`config.mk`:
```
export PLATFORM = sky130hd
export DESIGN_NAME = adder_tree_acc_flat
export DESIGN_NICKNAME = d
export VERILOG_FILES = /design/src/rtl/adder_tree_acc_if.sv /design/src/rtl/adder_tree_acc.sv /design/src/flat_wrapper.sv
export SDC_FILE = /design/constraint.sdc
export NUM_CORES = 1
export LEC_CHECK = 0
export BUFFER_PORTS_ARGS = -buffer_cell sky130_fd_sc_hd__clkbuf_2
export CAP_MARGIN = 15
export CELL_PAD_IN_SITES_DETAIL_PLACEMENT = 1
export CELL_PAD_IN_SITES_GLOBAL_PLACEMENT = 2
export CORE_UTILIZATION = 37
export CTS_BUF_LIST = sky130_fd_sc_hd__clkbuf_16
export DETAILED_ROUTE_END_ITERATION = 12
export PLACE_DENSITY_LB_ADDON = 0.1
export SYNTH_ARGS = -nofsm -noshare
export SYNTH_HDL_FRONTEND = slang
export SYNTH_SLANG_ARGS = --single-unit
```
`constraint.sdc`:
```
create_clock -name clk -period 3.3 [get_ports clk]
set_input_delay 0.165 -clock clk [delete_from_list [all_inputs] [get_ports clk]]
set_output_delay 0.165 -clock clk [all_outputs]
set_load 0.005 [all_outputs]
```
`src/rtl/adder_tree_acc_if.sv`:
```
// adder_tree_acc_if
//   Beat and result signals of the adder_tree_acc block.
//   master : producer side. Drives vld_i/first_i/last_i/data_i and observes acc_o/vld_o/ovf_o.
//   slave  : the adder_tree_acc block itself.
//   Signals:
//     vld_i    beat valid
//     first_i  beat opens a group (qualified by vld_i)
//     last_i   beat closes a group (qualified by vld_i)
//     data_i   NUM_IN packed signed lanes of IN_W bits, lane k at [k*IN_W +: IN_W]
//     acc_o    signed group sum, ACC_W bits, held between vld_o pulses
//     vld_o    one-cycle pulse marking a completed group on acc_o/ovf_o
//     ovf_o    group overflow flag, qualified by vld_o
interface adder_tree_acc_if #(
  parameter int NUM_IN = 16,
  parameter int IN_W   = 16,
  parameter int ACC_W  = 32
);
  logic                     vld_i;
  logic                     first_i;
  logic                     last_i;
  logic [NUM_IN*IN_W-1:0]   data_i;
  logic [ACC_W-1:0]         acc_o;
  logic                     vld_o;
  logic                     ovf_o;

  modport master (
    output vld_i, first_i, last_i, data_i,
    input  acc_o, vld_o, ovf_o
  );

  modport slave (
    input  vld_i, first_i, last_i, data_i,
    output acc_o, vld_o, ovf_o
  );
endinterface

```
`src/rtl/adder_tree_acc.sv`:
```
// adder_tree_acc
//   Pipelined signed adder tree followed by a group accumulator. Every beat reduces
//   NUM_IN signed lanes to one sum through LVL = $clog2(NUM_IN) registered levels;
//   the accumulate stage then sums tree results over a group framed by first_i/last_i
//   and publishes the group total with a one-cycle vld_o pulse.
//   Ports:
//     clk   rising-edge clock
//     rstn  asynchronous active-low reset; clears all pipeline state and outputs
//     bus   adder_tree_acc_if.slave (vld_i, first_i, last_i, data_i, acc_o, vld_o, ovf_o)
//   Parameters:
//     NUM_IN  lane count, power of 2 in 2..64
//     IN_W    signed lane width
//     ACC_W   accumulator/output width, must be >= IN_W + LVL
//   Build option:
//     ADDER_TREE_ACC_SAT_EN  defined   -> saturating accumulate with group-sticky ovf_o
//                            undefined -> two's-complement wrap, ovf_o tied to 0
module adder_tree_acc #(
  parameter int NUM_IN = 16,
  parameter int IN_W   = 16,
  parameter int ACC_W  = 32
) (
  input logic             clk,
  input logic             rstn,
  adder_tree_acc_if.slave bus
);

  localparam int LVL    = $clog2(NUM_IN);
  localparam int TREE_W = IN_W + LVL;

  // Tree levels. Level 0 is the raw lane split; each later level is a register
  // stage one bit wider than the one before, so pairwise sums never overflow.
  for (genvar j = 0; j <= LVL; j++) begin : g_lvl
    localparam int N = NUM_IN >> j;
    localparam int W = IN_W + j;

    logic signed [W-1:0] node [N];

    if (j == 0) begin : g_in
      // Unpack the lanes so level 1 can address them like any other level.
      always_comb begin
        for (int k = 0; k < N; k++) begin
          node[k] = bus.data_i[k*IN_W +: IN_W];
        end
      end
    end else begin : g_add
      // Sign-extend both children by one bit and register their sum.
      always_ff @(posedge clk or negedge rstn) begin
        if (!rstn) begin
          for (int k = 0; k < N; k++) begin
            node[k] <= '0;
          end
        end else begin
          for (int k = 0; k < N; k++) begin
            node[k] <= {g_lvl[j-1].node[2*k][W-2],   g_lvl[j-1].node[2*k]}
                     + {g_lvl[j-1].node[2*k+1][W-2], g_lvl[j-1].node[2*k+1]};
          end
        end
      end
    end
  end

  // Beat qualifiers travel alongside the tree so they reach the accumulate
  // stage together with the sum they belong to. Bubbles are carried as vld=0.
  logic [LVL:1] vld_p;
  logic [LVL:1] first_p;
  logic [LVL:1] last_p;

  always_ff @(posedge clk or negedge rstn) begin
    if (!rstn) begin
      vld_p   <= '0;
      first_p <= '0;
      last_p  <= '0;
    end else begin
      vld_p[1]   <= bus.vld_i;
      first_p[1] <= bus.first_i;
      last_p[1]  <= bus.last_i;
      for (int i = 2; i <= LVL; i++) begin
        vld_p[i]   <= vld_p[i-1];
        first_p[i] <= first_p[i-1];
        last_p[i]  <= last_p[i-1];
      end
    end
  end

  logic signed [TREE_W-1:0] tree_sum;
  logic signed [ACC_W-1:0]  tree_ext;
  logic signed [ACC_W-1:0]  acc_q;
  logic signed [ACC_W-1:0]  acc_next;
  logic [ACC_W-1:0]         acc_o_q;
  logic                     vld_o_q;

  assign tree_sum = g_lvl[LVL].node[0];
  assign tree_ext = ACC_W'(tree_sum);

`ifdef ADDER_TREE_ACC_SAT_EN
  localparam int SUM_W = ACC_W + 1;
  localparam logic signed [ACC_W-1:0] ACC_MAX = {1'b0, {(ACC_W-1){1'b1}}};
  localparam logic signed [ACC_W-1:0] ACC_MIN = {1'b1, {(ACC_W-1){1'b0}}};

  logic signed [SUM_W-1:0] sum_wide;
  logic                    clamp;
  logic                    ovf_q;
  logic                    ovf_next;
  logic                    ovf_o_q;

  // One guard bit catches signed overflow; the two top bits disagree exactly
  // when the true sum left the ACC_W range. A group opener can never clamp
  // because the tree result always fits in ACC_W.
  always_comb begin
    sum_wide = SUM_W'(acc_q) + SUM_W'(tree_ext);
    clamp    = 1'b0;
    acc_next = sum_wide[ACC_W-1:0];
    if (first_p[LVL]) begin
      acc_next = tree_ext;
    end else if (sum_wide[ACC_W] != sum_wide[ACC_W-1]) begin
      clamp    = 1'b1;
      acc_next = sum_wide[ACC_W] ? ACC_MIN : ACC_MAX;
    end
    ovf_next = (first_p[LVL] ? 1'b0 : ovf_q) | clamp;
  end

  // Sticky overflow for the open group, published with the group result.
  always_ff @(posedge clk or negedge rstn) begin
    if (!rstn) begin
      ovf_q   <= 1'b0;
      ovf_o_q <= 1'b0;
    end else if (vld_p[LVL]) begin
      ovf_q <= ovf_next;
      if (last_p[LVL]) begin
        ovf_o_q <= ovf_next;
      end
    end
  end

  assign bus.ovf_o = ovf_o_q;
`else
  // Plain two's-complement accumulate; wraps silently at ACC_W.
  always_comb begin
    acc_next = first_p[LVL] ? tree_ext : acc_q + tree_ext;
  end

  assign bus.ovf_o = 1'b0;
`endif

  // Accumulate stage. Only valid beats touch the accumulator; acc_o moves only
  // together with a vld_o pulse, so it holds the last group total otherwise.
  always_ff @(posedge clk or negedge rstn) begin
    if (!rstn) begin
      acc_q   <= '0;
      acc_o_q <= '0;
      vld_o_q <= 1'b0;
    end else begin
      vld_o_q <= vld_p[LVL] & last_p[LVL];
      if (vld_p[LVL]) begin
        acc_q <= acc_next;
        if (last_p[LVL]) begin
          acc_o_q <= acc_next;
        end
      end
    end
  end

  assign bus.acc_o = acc_o_q;
  assign bus.vld_o = vld_o_q;

endmodule

```
`src/flat_wrapper.sv`:
```
// flat-port wrapper written by rule: the top's interface ports become plain ports
module adder_tree_acc_flat 
#(
  parameter int NUM_IN = 16,
  parameter int IN_W   = 16,
  parameter int ACC_W  = 32
)
  (clk, rstn, bus_vld_i, bus_first_i, bus_last_i, bus_data_i, bus_acc_o, bus_vld_o, bus_ovf_o);
  adder_tree_acc_if #(.NUM_IN(NUM_IN), .IN_W(IN_W), .ACC_W(ACC_W)) bus_i ();
  input logic clk;
  input logic rstn;
  input wire logic [$bits(bus_i.vld_i)-1:0] bus_vld_i;
  input wire logic [$bits(bus_i.first_i)-1:0] bus_first_i;
  input wire logic [$bits(bus_i.last_i)-1:0] bus_last_i;
  input wire logic [$bits(bus_i.data_i)-1:0] bus_data_i;
  output wire logic [$bits(bus_i.acc_o)-1:0] bus_acc_o;
  output wire logic [$bits(bus_i.vld_o)-1:0] bus_vld_o;
  output wire logic [$bits(bus_i.ovf_o)-1:0] bus_ovf_o;
  assign bus_i.vld_i = bus_vld_i;
  assign bus_i.first_i = bus_first_i;
  assign bus_i.last_i = bus_last_i;
  assign bus_i.data_i = bus_data_i;
  assign bus_acc_o = bus_i.acc_o;
  assign bus_vld_o = bus_i.vld_o;
  assign bus_ovf_o = bus_i.ovf_o;
  adder_tree_acc #(.NUM_IN(NUM_IN), .IN_W(IN_W), .ACC_W(ACC_W)) u_core (.clk(clk), .rstn(rstn), .bus(bus_i));
endmodule
```
; ---- After elaboration in Yosys (flattened, before gate mapping)
; Index checks and enable logic that the tools add are counted.
[totals]
ff_bits = 343
input_bits = 261
output_inout_bits = 34
wordCells = 40
[classes]
n_addsub = 16
muxes = 1
bitwise = 1
n_reduce_logical = 1
[ops]
columns = operator, n
row1 = adder 16 x 16 -> 17 bit, 8
row2 = adder 17 x 17 -> 18 bit, 4
row3 = adder 18 x 18 -> 19 bit, 2
row4 = adder 32 x 20 -> 32 bit, 1
row5 = two-way mux 32 bit, 1
row6 = adder 19 x 19 -> 20 bit, 1
row7 = AND reduction 2 bit, 1
row8 = AND 1 bit, 1

; ---- Longest topological paths before layout
[depth]
ltp_word = 2
depth_mapped = 13

; ---- Worst setup path after synthesis
; No wires, ideal clock.
[synth_path]
kind = register to register
start = register u_core.acc_q[7]
end = register u_core.acc_o_q[29] (netlist: u_core.bus.acc_o[29])
setup_time_ns = 0.136
arrival_time_ns = 2.716
required_time_ns = 3.164
setup_slack_ns = 0.447
stages_incl_launch_ff = 12
path_buffers = 0
period_less_slack_ns = 2.853
path_cell_list = dfrtp_1 ha_1 and4_1 a2111oi_2 o31ai_1 nor3b_2 or3_4 a31oi_4 o311ai_2 a21oi_2 mux2i_1 o211ai_1
[synth_via]
elab_chain_cells = 2
[synth_rtl]
columns = element, line_no
row1 = start: declaration, adder_tree_acc.sv:87  ; logic signed [ACC_W-1:0] acc_q;
row2 = start signal: assignment, adder_tree_acc.sv:155  ; acc_q <= acc_next;
row3 = adder 32 x 20 -> 32 bit, adder_tree_acc.sv:139  ; acc_next = first_p[LVL] ? tree_ext : acc_q + tree_ext;
row4 = two-way mux 32 bit, adder_tree_acc.sv:139
row5 = end signal: assignment, adder_tree_acc.sv:157  ; acc_o_q <= acc_next;
row6 = end: declaration, adder_tree_acc.sv:89  ; logic [ACC_W-1:0] acc_o_q;
; Every way passes these cells.
; A chain may end at the register's enable or synchronous reset.

; ---- Final worst setup path
[layout_path]
start = register u_core.acc_q[10]
end = register u_core.acc_o_q[29] (netlist: u_core.bus.acc_o[29])
; Same word-level chain as after synthesis.

==> flow_summary.toml <==
[cells_and_area]
nNetsFinal = 3214
final_common_cell = "dfrtp_1"
layout_common_cells = "342 x dfrtp_1, 292 x clkbuf_2, 281 x ha_1, 203 x nor2_1, 169 x a21oi_1"
syn2layout_area_growth_pct = 24.21
final_layout_size_suffix_gt1_frac = 0.1582
final_cells = 3452

[sta]
whs_ns = 0.01890
worstMarginPinSlew_ns = 0.8244
maxSlewHeadroom = 0.4504
period_share = 0.9376
final_hold_viol_count = 0
skew_ns = 0.02712
fin_setup_tns_ns = 0
fmax_mhz = 323.2
drv_slew = 0
fin_crit_ns = 3.094
setup_viol = 0
rsz0062_at_grt = "false"

[die]
die_h_um = 243.7
std_cell_rows = 88
die_area_um2 = 59370
start_util = 0.3745
num_io_pins = 295
die_w_um = 243.7
core_um2 = 57700

[synth]
ys_seq_elements = 343
synth.avg_cell_area_um2 = 9.871
yosys.area_share.simple = 0.1276
synth-xor-area-share = 0.08228
async_flop_share = 1.000
syn_area_um2 = 21610
syn-instance-count = 2189
syn_nets = 2748
yosysWarnings = 0
synth_flop_cell = "dfrtp_1"
synthAdderAreaFrac = 0.1781
synth.area.mux_share = 0.005790
yosysSeqAreaShare = 0.3972
synth_top_family_by_area = "compound AO/OA/AOI/OAI gates"
synth-compound-area-share = 0.1854
ys_types = 72
synth-edff-count = 0

[global_route]
grt_pass1_wl_um = 92750
track_usage = 0.1902
grt_pass1_vias = 18740
antenna_found_initial = 0
grt_start_max_net_pins = 97
overflow = 0

[clock_network]
clkTransAtPathRegs_ns = 0.06
cts_tree = "yes"
cts.sinks = 343
clock_latency_ns = 0.57
clockBufferDepth = 3
cts_buffers = 43
cts_htree_levels = 2
root_buffer = "clkbuf_16"

[setup_path]
max_stage_delay_ns = 0.39
required_ns = 3.73
start_kind = "flop"
path_buf_inv = 0
critPathMaxFanout = 5
cp.arrival_ns = 3.52
end_kind = "flop"
crit_type = "reg2reg"
crit_chain = "ha_1, a211o_1, a2111oi_2, o31ai_2, nor3b_2, or3_4, a31oi_4, o311ai_2, a21oi_2, mux2i_1, o211ai_1"
cp_slowest_cell = "dfrtp_1"
crit_family = "compound AO/OA/AOI/OAI gates"

[placed_design]
dp.final_hpwl_um = 43890
port_buffers = 293
placed_cells = 3247
gp_congestion = 0.8159

[pwr]
p_int_mw = 14.59
power_frac_clock = 0.180
switching_power_mw = 10.20
p_comb_frac = 0.550
leakage_nw = 12.83
ir_drop_v = 0.0004627
finalPower_mw = 24.79
seqPwrFrac = 0.270
swShare = 0.4115
powerDensity_nw_per_um2 = 923.8

[drt]
first_pass_iters = 4
antenna_left = 0
wl_per_cell_um = 16.21
vias_per_cell = 5.095
vias = 17590
routed_wl_um = 55950
drc = 0
drt-initial-drc-count = 492

[hold_path]
min_path_type = "in2reg"

[run]
max_cap_viol_count = 0

[run_status]
outcome = "completed"
-- per-stage QoR --
stage               utilization  worst slack (ns)  area (µm²)
floorplan                     -            0.4474       21610
global route             0.4652           0.01796       26840
CTS                      0.4639           0.06738       26770
finish                   0.4652            0.2060       26840
global placement         0.4188            0.1891       24160
detailed placement       0.4188            0.1164       24160
-- cells by family after synthesis --
group,Yosys count
muxes,12
xor gates and xnor gates,203
DFF,343
AOI/OAI and AO/OA,613
and+or+nand+nor,585
adders and majority gates,298
other,1
buffers and inverters,134
-- repair_timing --
| action | in CTS | in global routing |
|---|---|---|
| endpoints found under the hold margin | 167 | 0 |
| hold buffers | 126 | 0 |
| endpoints found under the setup margin | 0 | 13 |
| resized for setup | 0 | 16 |
| setup buffers | 0 | 2 |
-- power groups by stage --
stage | sequential (mW) | clock (mW) | combinational (mW)
after floorplan | 6.44 | 0 | 9.91
after global placement | 6.74 | 0 | 13.1
after detailed placement | 6.78 | 0 | 13.4
after CTS | 6.72 | 4.63 | 13.7
after global routing | 6.86 | 4.79 | 15.4
final | 6.68 | 4.47 | 13.6
-- worst paths after layout --
check / from / to / slack (ns) / cells after the start
setup / recovery: u_core.acc_q[10]$_DFFE_PN0P_ / u_core.bus.acc_o[29]$_DFFE_PN0P_ / 0.21 / 11
setup reg to reg: u_core.acc_q[10]$_DFFE_PN0P_ / u_core.bus.acc_o[29]$_DFFE_PN0P_ / 0.21 / 11
hold / removal: bus_data_i[250] / u_core.g_lvl[1].node[10]$_DFF_PN0_ / 0.02 / 3
max in group asynchronous: rstn / u_core.g_lvl[1].node[122]$_DFF_PN0_ / 2.00 / 3
hold reg to reg: u_core.last_p[2]$_DFF_PN0_ / u_core.last_p[3]$_DFF_PN0_ / 0.35 / 0
min in group asynchronous: rstn / u_core.bus.acc_o[21]$_DFFE_PN0P_ / 0.16 / 2
-- Yosys cell counts, types with 5 or more instances --
master	instances	share of area
dfrtp_1	343	0.40
a21o_1	67	0.023
xnor2_1	152	0.062
o22ai_1	5	0.0014
nor3_1	57	0.013
or3_1	8	0.0023
o2111ai_1	5	0.0020
inv_1	111	0.019
a21oi_1	172	0.040
nand3_1	51	0.012
or4b_1	6	0.0028
o21ai_0	137	0.032
a21boi_1	5	0.0017
nor4_1	5	0.0014
a31oi_1	21	0.0061
o21ai_1	7	0.0016
nor2b_1	33	0.0096
xor2_1	51	0.021
nor2_1	203	0.035
fa_1	16	0.015
nand2_1	136	0.024
and3_1	28	0.0081
mux2i_1	8	0.0037
and2_1	10	0.0029
ha_1	282	0.16
o21a_1	19	0.0066
a21boi_0	7	0.0024
o211ai_1	16	0.0056
a221oi_1	9	0.0036
o31a_1	6	0.0024
o41ai_1	7	0.0028
a31o_2	9	0.0036
nand4b_1	9	0.0036
clkbuf_1	22	0.0038
or2_2	8	0.0023
nand2b_1	16	0.0046
a211oi_1	24	0.0083
o31ai_1	5	0.0017
a211o_1	9	0.0036
o21bai_1	48	0.017
-- final cells by class --
| type | count | area, µm² |
|---|---|---|
| diodes | 1 | 2.502 |
| clock buffers | 43 | 1076 |
| clock inverters | 33 | 266.5 |
| fillers | 6573 | 30860 |
| inverters | 111 | 416.7 |
| multi-input cells | 1712 | 12570 |
| flip-flops and latches | 343 | 8584 |
| well taps | 765 | 957.2 |
| repair buffers | 444 | 2963 |
-- metal layers --
layer,wire (µm),vias up,global-route usage
met1,25630,8531,0.2461
met2,27700,213,0.3327
met5,0,-,0
met4,1028,0,0.04577
met3,1585,62,0.02666
li1,-,8782,-
-- flip-flops by register name, summed over array words and instances (netlist names) --
name and count:
u_core.g_lvl.node 266, u_core.first_p 4, u_core.last_p 4, u_core.vld_p 4
u_core.bus.acc_o 32, u_core.bus.vld_o 1, u_core.acc_q 32
-- worst register-to-register path, cell delays in order (launching register included) --
cell	delay [ns]
dfrtp_1	0.39
ha_1	0.37
a211o_1	0.32
a2111oi_2	0.32
o31ai_2	0.15
nor3b_2	0.19
or3_4	0.36
a31oi_4	0.23
o311ai_2	0.14
a21oi_2	0.22
mux2i_1	0.20
o211ai_1	0.10
(Power assumes the default switching activity.)
